### src/rtl/fifo_thresh.sv
// ============================================================================
// Module   : fifo_thresh
// Purpose  : 8 x 12-bit buffer FIFO with programmable almost-full/almost-empty
// Revision : 1.0  initial release
// ============================================================================
`default_nettype none

module fifo_thresh #(
    parameter int WORD_SIZE = 12,
    parameter int MEM_SIZE  = 8,
    parameter int PTR       = 3
) (
    input  logic                 clk,
    input  logic                 reset,
    input  logic                 wr_enable,
    input  logic [WORD_SIZE-1:0] data_in,
    input  logic                 rd_enable,
    input  logic [PTR-1:0]       full_threshold,
    input  logic [PTR-1:0]       empty_threshold,
    output logic [WORD_SIZE-1:0] data_out,
    output logic                 valid,
    output logic                 empty,
    output logic                 full,
    output logic                 almost_empty,
    output logic                 almost_full,
    output logic                 error,
    output logic [PTR:0]         count
);

    localparam logic [PTR:0]   FULL_COUNT = (PTR+1)'(MEM_SIZE);
    localparam logic [PTR:0]   CNT_ONE    = (PTR+1)'(1);
    localparam logic [PTR-1:0] PTR_ONE    = PTR'(1);

    logic [WORD_SIZE-1:0] mem [0:MEM_SIZE-1];
    logic [PTR-1:0]       wr_ptr;
    logic [PTR-1:0]       rd_ptr;
    logic                 wr_accept;
    logic                 rd_accept;
    logic                 overflow;
    logic                 underflow;

    // Flags come straight from the occupancy so threshold changes act at once.
    always_comb begin
        empty        = (count == '0);
        full         = (count == FULL_COUNT);
        almost_empty = (count <= {1'b0, empty_threshold});
        almost_full  = (count >= {1'b0, full_threshold});
    end

    always_comb begin
        wr_accept = wr_enable && !full;
        rd_accept = rd_enable && !empty;
        overflow  = wr_enable && full;
        underflow = rd_enable && empty;
    end

    // Storage is deliberately left out of reset; stale words are never readable
    // because the pointers and count are cleared.
    always_ff @(posedge clk) begin
        if (wr_accept) begin
            mem[wr_ptr] <= data_in;
        end
    end

    always_ff @(posedge clk or negedge reset) begin
        if (!reset) begin
            wr_ptr   <= '0;
            rd_ptr   <= '0;
            count    <= '0;
            data_out <= '0;
            valid    <= 1'b0;
            error    <= 1'b0;
        end else begin
            error <= overflow || underflow;
            valid <= rd_accept;
            if (wr_accept) begin
                wr_ptr <= wr_ptr + PTR_ONE;
            end
            if (rd_accept) begin
                data_out <= mem[rd_ptr];
                rd_ptr   <= rd_ptr + PTR_ONE;
            end
            if (wr_accept && !rd_accept) begin
                count <= count + CNT_ONE;
            end else if (rd_accept && !wr_accept) begin
                count <= count - CNT_ONE;
            end
        end
    end

endmodule

`default_nettype wire

### config.mk
export PLATFORM = sky130hd
export DESIGN_NAME = fifo_thresh
export DESIGN_NICKNAME = d
export VERILOG_FILES = /design/src/rtl/fifo_thresh.sv
export SDC_FILE = /design/constraint.sdc
export NUM_CORES = 1
export LEC_CHECK = 0
export CAP_MARGIN = 20
export CORE_ASPECT_RATIO = 1.1
export CORE_MARGIN = 2
export CORE_UTILIZATION = 57
export DETAILED_ROUTE_END_ITERATION = 10
export PLACE_DENSITY = 0.79
export SYNTH_ARGS = -nofsm -noshare
export SYNTH_HDL_FRONTEND = slang
export SYNTH_SLANG_ARGS = --single-unit
### constraint.sdc
create_clock -name clk -period 3.55 [get_ports clk]
set_input_delay 0.5325 -clock clk [delete_from_list [all_inputs] [get_ports clk]]
set_output_delay 0.5325 -clock clk [all_outputs]
set_load 0.05 [all_outputs]
==> results of run 1 <==
[area by class of cell]
class	count	share of cell area [%]
clock buffer	19	6.89
multi-input combinational	165	22.2
inverter	8	0.531
tap	111	2.27
timing repair buffer	56	9.01
sequential	120	56.9
clock inverter	13	2.17
[flip-flops by register name, summed over array words and instances (netlist names)]
name      count
data_out     12
valid         1
wr_ptr        3
mem          96
rd_ptr        3
count         4
error         1
[per-layer routing]
metal / up-vias / track usage [%] / share of wire [%]
met2: 73 / 35.2 / 50
met4: 0 / 9.16 / 1.4
met1: 1400 / 27.9 / 45
li1: 1313 / - / -
met3: 14 / 5.46 / 4.2
met5: - / 0 / 0
[worst max-delay path: stages (launching register included)]
cell,delay (ns)
dfrtp_1,0.58
ha_1,0.32
nor2b_1,0.14
o21ai_0,0.17
nand2b_1,0.08
a21oi_1,0.13
clkdlybuf4s50_1,0.81
[cells in the mapped netlist]
library cell  instances  area [sq um]
nor4_1                1          6.26
mux2i_1              25           250
o21ai_0               3          15.0
inv_1                 6          22.5
mux2_1                2          22.5
a21oi_1               2          10.0
ha_1                 11           138
nor3_1                7          35.0
buf_4                 5          37.5
o21ai_1              12          60.1
o31ai_1               1          7.51
nor2b_1               2          12.5
edfxtp_1             96          2880
inv_4                 1          6.26
xnor2_1               6          52.6
buf_8                 1          15.0
o22ai_1              12          75.1
nor4b_2               1          15.0
nand2_2               1          6.26
mux2_2               23           259
nor2_1                4          15.0
buf_6                 4          45.0
clkbuf_1              4          15.0
nand2_1              25          93.8
inv_2                 1          3.75
a221o_1              12           120
a22o_1                1          8.76
nor4_4                1          21.3
a2111oi_0             1          8.76
dfrtp_1              24           601
buf_2                 1          5.00
nand2b_1              7          43.8
nand3_1               1          5.00
fa_1                  1          20.0
a21o_1                2          15.0
a211o_1               1          8.76
[through the flow]
stage	cells	instance area, sq um	hold slack, ns	util, %	setup slack, ns
after CTS	490	6080	0.488	72.4	0.232
after global placement	458	5530	0.466	65.8	0.471
final	492	6120	0.348	72.8	0.275
after floorplan	308	4970	0.237	-	0.231
after detailed placement	458	5530	0.475	65.8	0.355
after global routing	492	6120	0.362	72.8	0.116
[power breakdown]
part	leakage, nW	internal, mW	switching, mW	total [mW]
Sequential	1.16	1.83	0.309	2.14
Combinational	0.842	0.837	1.13	1.97
Clock	0.265	0.991	0.584	1.57
Total	2.27	3.65	2.02	5.68
[worst paths after layout]
kind	start	endpoint	slack, ns	cells after the start
min in group clk	data_out[0]$_DFFE_PN0P_	data_out[0]$_DFFE_PN0P_	0.48	2
setup reg to reg	count[0]$_DFFE_PN0P_	count[3]$_DFFE_PN0P_	0.60	9
hold reg to reg	data_out[0]$_DFFE_PN0P_	data_out[0]$_DFFE_PN0P_	0.48	2
max in group asynchronous	reset	rd_ptr[0]$_DFFE_PN0P_	2.75	2
hold / removal	reset	count[2]$_DFFE_PN0P_	0.35	1
setup / recovery	count[1]$_DFFE_PN0P_	almost_empty	0.28	6
[logic make-up (layout without fill, tap and decap cells)]
group                    after synthesis  in the layout  synth area share, %
AO/OA/AOI/OAI                         47             47                 6.64
XOR/XNOR                               6              6                 1.06
AND/OR/NAND/NOR                       50             50                 5.12
flip-flops                           120            120                 70.2
adder cells (fa/ha/maj)               12             12                 3.18
buffers and inverters                 23             96                 3.03
multiplexers                          50             50                 10.7
==> results.ini, run 1 <==
[global_route]
grt_util_all_layers_pct=21.5
grt_pass1_wl_microns=14800
grt_remaining_overflow=0
grt_antenna_before_repair=0
grt_pass1_vias=2804
grt_max_degree=44

[power]
power_mw=5.68
p_leak_nw=2.27
power_density_mw_per_mm2=927
ir_drop_uv=382

[cells_and_area]
syn_to_final_growth_pct=23.5
final_common_cell=edfxtp_1
ff_latch_area_sq_mm=0.00348
fillers=541
fin_nets=402
antenna_cells=0
drive_gt1_share_pct=19.9
final_cell_mix=edfxtp_1 (96), clkdlybuf4s50_1 (43), nand2_1 (25), mux2i_1 (25)
multi_input_area_sq_mm=0.00136

[synthesis]
syn-num-nets=342
syn_area_per_cell_sq_um=16.1
yosysUniqueCellTypes=36
synth-seq-cells=120
syn_area_sq_mm=0.00496
syn_inst=308
yosysSeqAreaShare_pct=70.2
synth_warnings=0

[clock_tree]
clk_latency_ns=0.51
cts_sinks=120
ctsHoldBuffers=0
cts_buffers=17
cts_root_buf=clkbuf_8
ctsHtreeMaxLevel=4
cts.clk_slew.worst_paths_ns=0.06
cts_resized=0
postCtsSetupBuffers=0
clockBufferDepth=2
cts_tree=done

[worst_setup_path]
cp-end-kind=primary output
path_max_fanout=8
criticalPathCategory=reg -> out
cp.arrival_ns=2.74
critPathRequiredTime_ns=3.02
critPathLaunchType=register

[sta]
finalCritPeriodShare_pct=92.2
setup_viol=0
maxSlewViolCount=0
max_freq_ghz=0.305
worst_pin_slew_ns=1.10
min_period_ns=3.27
relSlewSlack_pct=26.1
setup-tns-final_ns=0
rsz0062_at_grt=no
hold_viol=0
fin_worst_skew_ns=0.00769

[routing]
wire_per_inst_microns=18.9
routed_wirelength_microns=9310
drtIter0Drc=243
first_pass_iters=4
postRouteAntennaNets=0
vias_per_cell=5.69
drc=0
num_vias=2800

[place]
place_congestion=0.748
portBuffers=43
hpwlAfterDp_microns=5640

[floorplanning]
die_w_microns=92.9
ios=44
core_sq_mm=0.00841
initial_core_util_pct=59.0
rows=35
die_h_microns=102
dieArea_sq_mm=0.00946

[worst_hold_path]
hp-class=in -> async

[job]
maxCapViolCount=0

[run_status]
status=complete, no violations

No activity file was read; power rests on OpenSTA's default activity.
==> run 2: changes to the inputs <==
ABC_CLOCK_PERIOD_IN_PS = 3550   (was default)
==> results of run 2 <==
Final layout, timing and power as in run 1 (identical DEF).
==> run 3: changes to the inputs <==
CAP_MARGIN = default   (was 20)
SETUP_SLACK_MARGIN = 0.05   (was default)
==> run 3 against run 2 <==
Net effect: critical path depth unchanged; count of clock-buffer cells in the layout unchanged; sequential power about the same; sequential cell count unchanged; maximum frequency about the same; global-route usage unchanged; via count decreased by 1.0%; setup slack got worse by 0.0013 ns; non-clock buffer count decreased by 2; sequential share of layout area increased by 0.36 points; wire length decreased by 0.61%; design area decreased by 0.63%; critical endpoint unchanged; largest power group unchanged.
==> results.ini, run 3 (synthesis results as in run 1) <==
[routing]
first_pass_iters=4
num_vias=2772
routed_wirelength_microns=9250
drtIter0Drc=246
drc=0
vias_per_cell=5.66
postRouteAntennaNets=0
wire_per_inst_microns=18.9

[floorplanning]
die_w_microns=92.9
ios=44
dieArea_sq_mm=0.00946
rows=35
die_h_microns=102
core_sq_mm=0.00841
initial_core_util_pct=59.0

[worst_hold_path]
hp-start=data_out[0]$_DFFE_PN0P_
hp-class=reg -> reg
hold_end=data_out[0]$_DFFE_PN0P_
whs_path_depth=2

[clock_tree]
cts_buffers=17
ctsHoldBuffers=0
cts_sinks=120
ctsHtreeMaxLevel=4
clk_latency_ns=0.51
postCtsSetupBuffers=0
cts.clk_slew.worst_paths_ns=0.06
cts_tree=done
clockBufferDepth=2
cts_root_buf=clkbuf_8
cts_resized=0

[power]
power_density_mw_per_mm2=930
p_leak_nw=2.25
ir_drop_uv=391
power_mw=5.66

[run_status]
status=complete, no violations

[worst_setup_path]
critPathLaunchType=register
r2r_slack_ns=0.62
cpMaxStageDelayCell=clkdlybuf4s50_1
r2r_end=count[3]$_DFFE_PN0P_
rr_worst_depth=9
cp-end-kind=primary output
path_cells=ha_1, nor2b_1, o21ai_0, nand2b_1, a21oi_1, clkdlybuf4s50_1
cp.arrival_ns=2.74
critPathLaunch=count[1]$_DFFE_PN0P_
r2r_start=count[0]$_DFFE_PN0P_
slowest_delay_ns=0.81
path_max_fanout=8
criticalPathCategory=reg -> out
critPathRequiredTime_ns=3.02

[sta]
setup-tns-final_ns=0
whs_ns=0.480
max_freq_ghz=0.305
maxSlewViolCount=0
worst_pin_slew_ns=1.23
rsz0062_at_grt=no
min_period_ns=3.28
hold_viol=0
setup_slack_ns=0.274
finalCritPeriodShare_pct=92.3
setup_viol=0
fin_worst_skew_ns=0.00772
relSlewSlack_pct=18.0

[global_route]
grt_remaining_overflow=0
grt_antenna_before_repair=0
grt_pass1_vias=2804
grt_util_all_layers_pct=21.5
grt_max_degree=44
grt_pass1_wl_microns=14800

[place]
dpl-instance-area_sq_mm=0.00553
portBuffers=43
hpwlAfterDp_microns=5640
place_congestion=0.748
post-place-ws_ns=0.355

[cells_and_area]
final_common_cell=edfxtp_1
top_regs=mem (96), data_out (12), count (4)
largest_reg_flops=96
antenna_cells=0
syn_to_final_growth_pct=22.7
largest_register=mem
drive_gt1_share_pct=19.5
fillers=550
final_cell_mix=edfxtp_1 (96), clkdlybuf4s50_1 (43), nand2_1 (25), mux2i_1 (25)
final_area_sq_mm=0.00608
fin_nets=400

[job]
maxCapViolCount=0

-- run 3: cell types whose count changed in the layout (fill, tap and decap cells not counted) --
cell and change:
buf_16 -1, buf_6 -1
-- run 3: power by group --
group          internal, mW  total [mW]  switching (mW)
combinational         0.824        1.95            1.13
sequential             1.83        2.14           0.309
clock                 0.990        1.57           0.581
total                  3.64        5.66            2.02
-- run 3: metal layers --
metal | share of wire [%] | GRT usage [%] | up-vias
li1 | - | - | 1314
met1 | 44 | 27.9 | 1368
met2 | 50 | 35.2 | 77
met3 | 4.8 | 5.46 | 13
met4 | 1.3 | 9.16 | 0
met5 | 0 | 0 | -
-- run 3: final cells by class --
cell class | count | area, sq um | share of cell area, %
sequential | 120 | 3480 | 57.3
multi-input combinational | 165 | 1360 | 22.4
timing repair buffer | 54 | 513 | 8.43
clock buffer | 19 | 422 | 6.93
tap | 111 | 139 | 2.28
clock inverter | 13 | 133 | 2.18
inverter | 8 | 32.5 | 0.535
-- run 3: worst max path at each step --
stage | to | depth (start not counted) | slack, ns
2_1_floorplan | count[3]$_DFFE_PN0P_ | 10 | 0.23
3_3_place_gp | almost_empty | 8 | 0.47
3_5_place_dp | almost_empty | 8 | 0.36
4_1_cts | almost_empty | 6 | 0.23
5_1_grt | almost_full | 6 | 0.12
6_report | almost_empty | 6 | 0.27
-- run 3: critical path, delay by kind of cell (launching register included) --
family                   cells  cell delay (ns)
flip-flops                   1             0.58
AND/OR/NAND/NOR              2             0.22
adder cells (fa/ha/maj)      1             0.32
buffers and inverters        1             0.81
AO/OA/AOI/OAI                2             0.30
-- run 3: metrics by stage --
step / cells / util, %
finish: 490 / 72.4
CTS: 490 / 72.4
detailed placement: 458 / 65.8
global route: 490 / 72.4
floorplan: 308 / -
global placement: 458 / 65.8
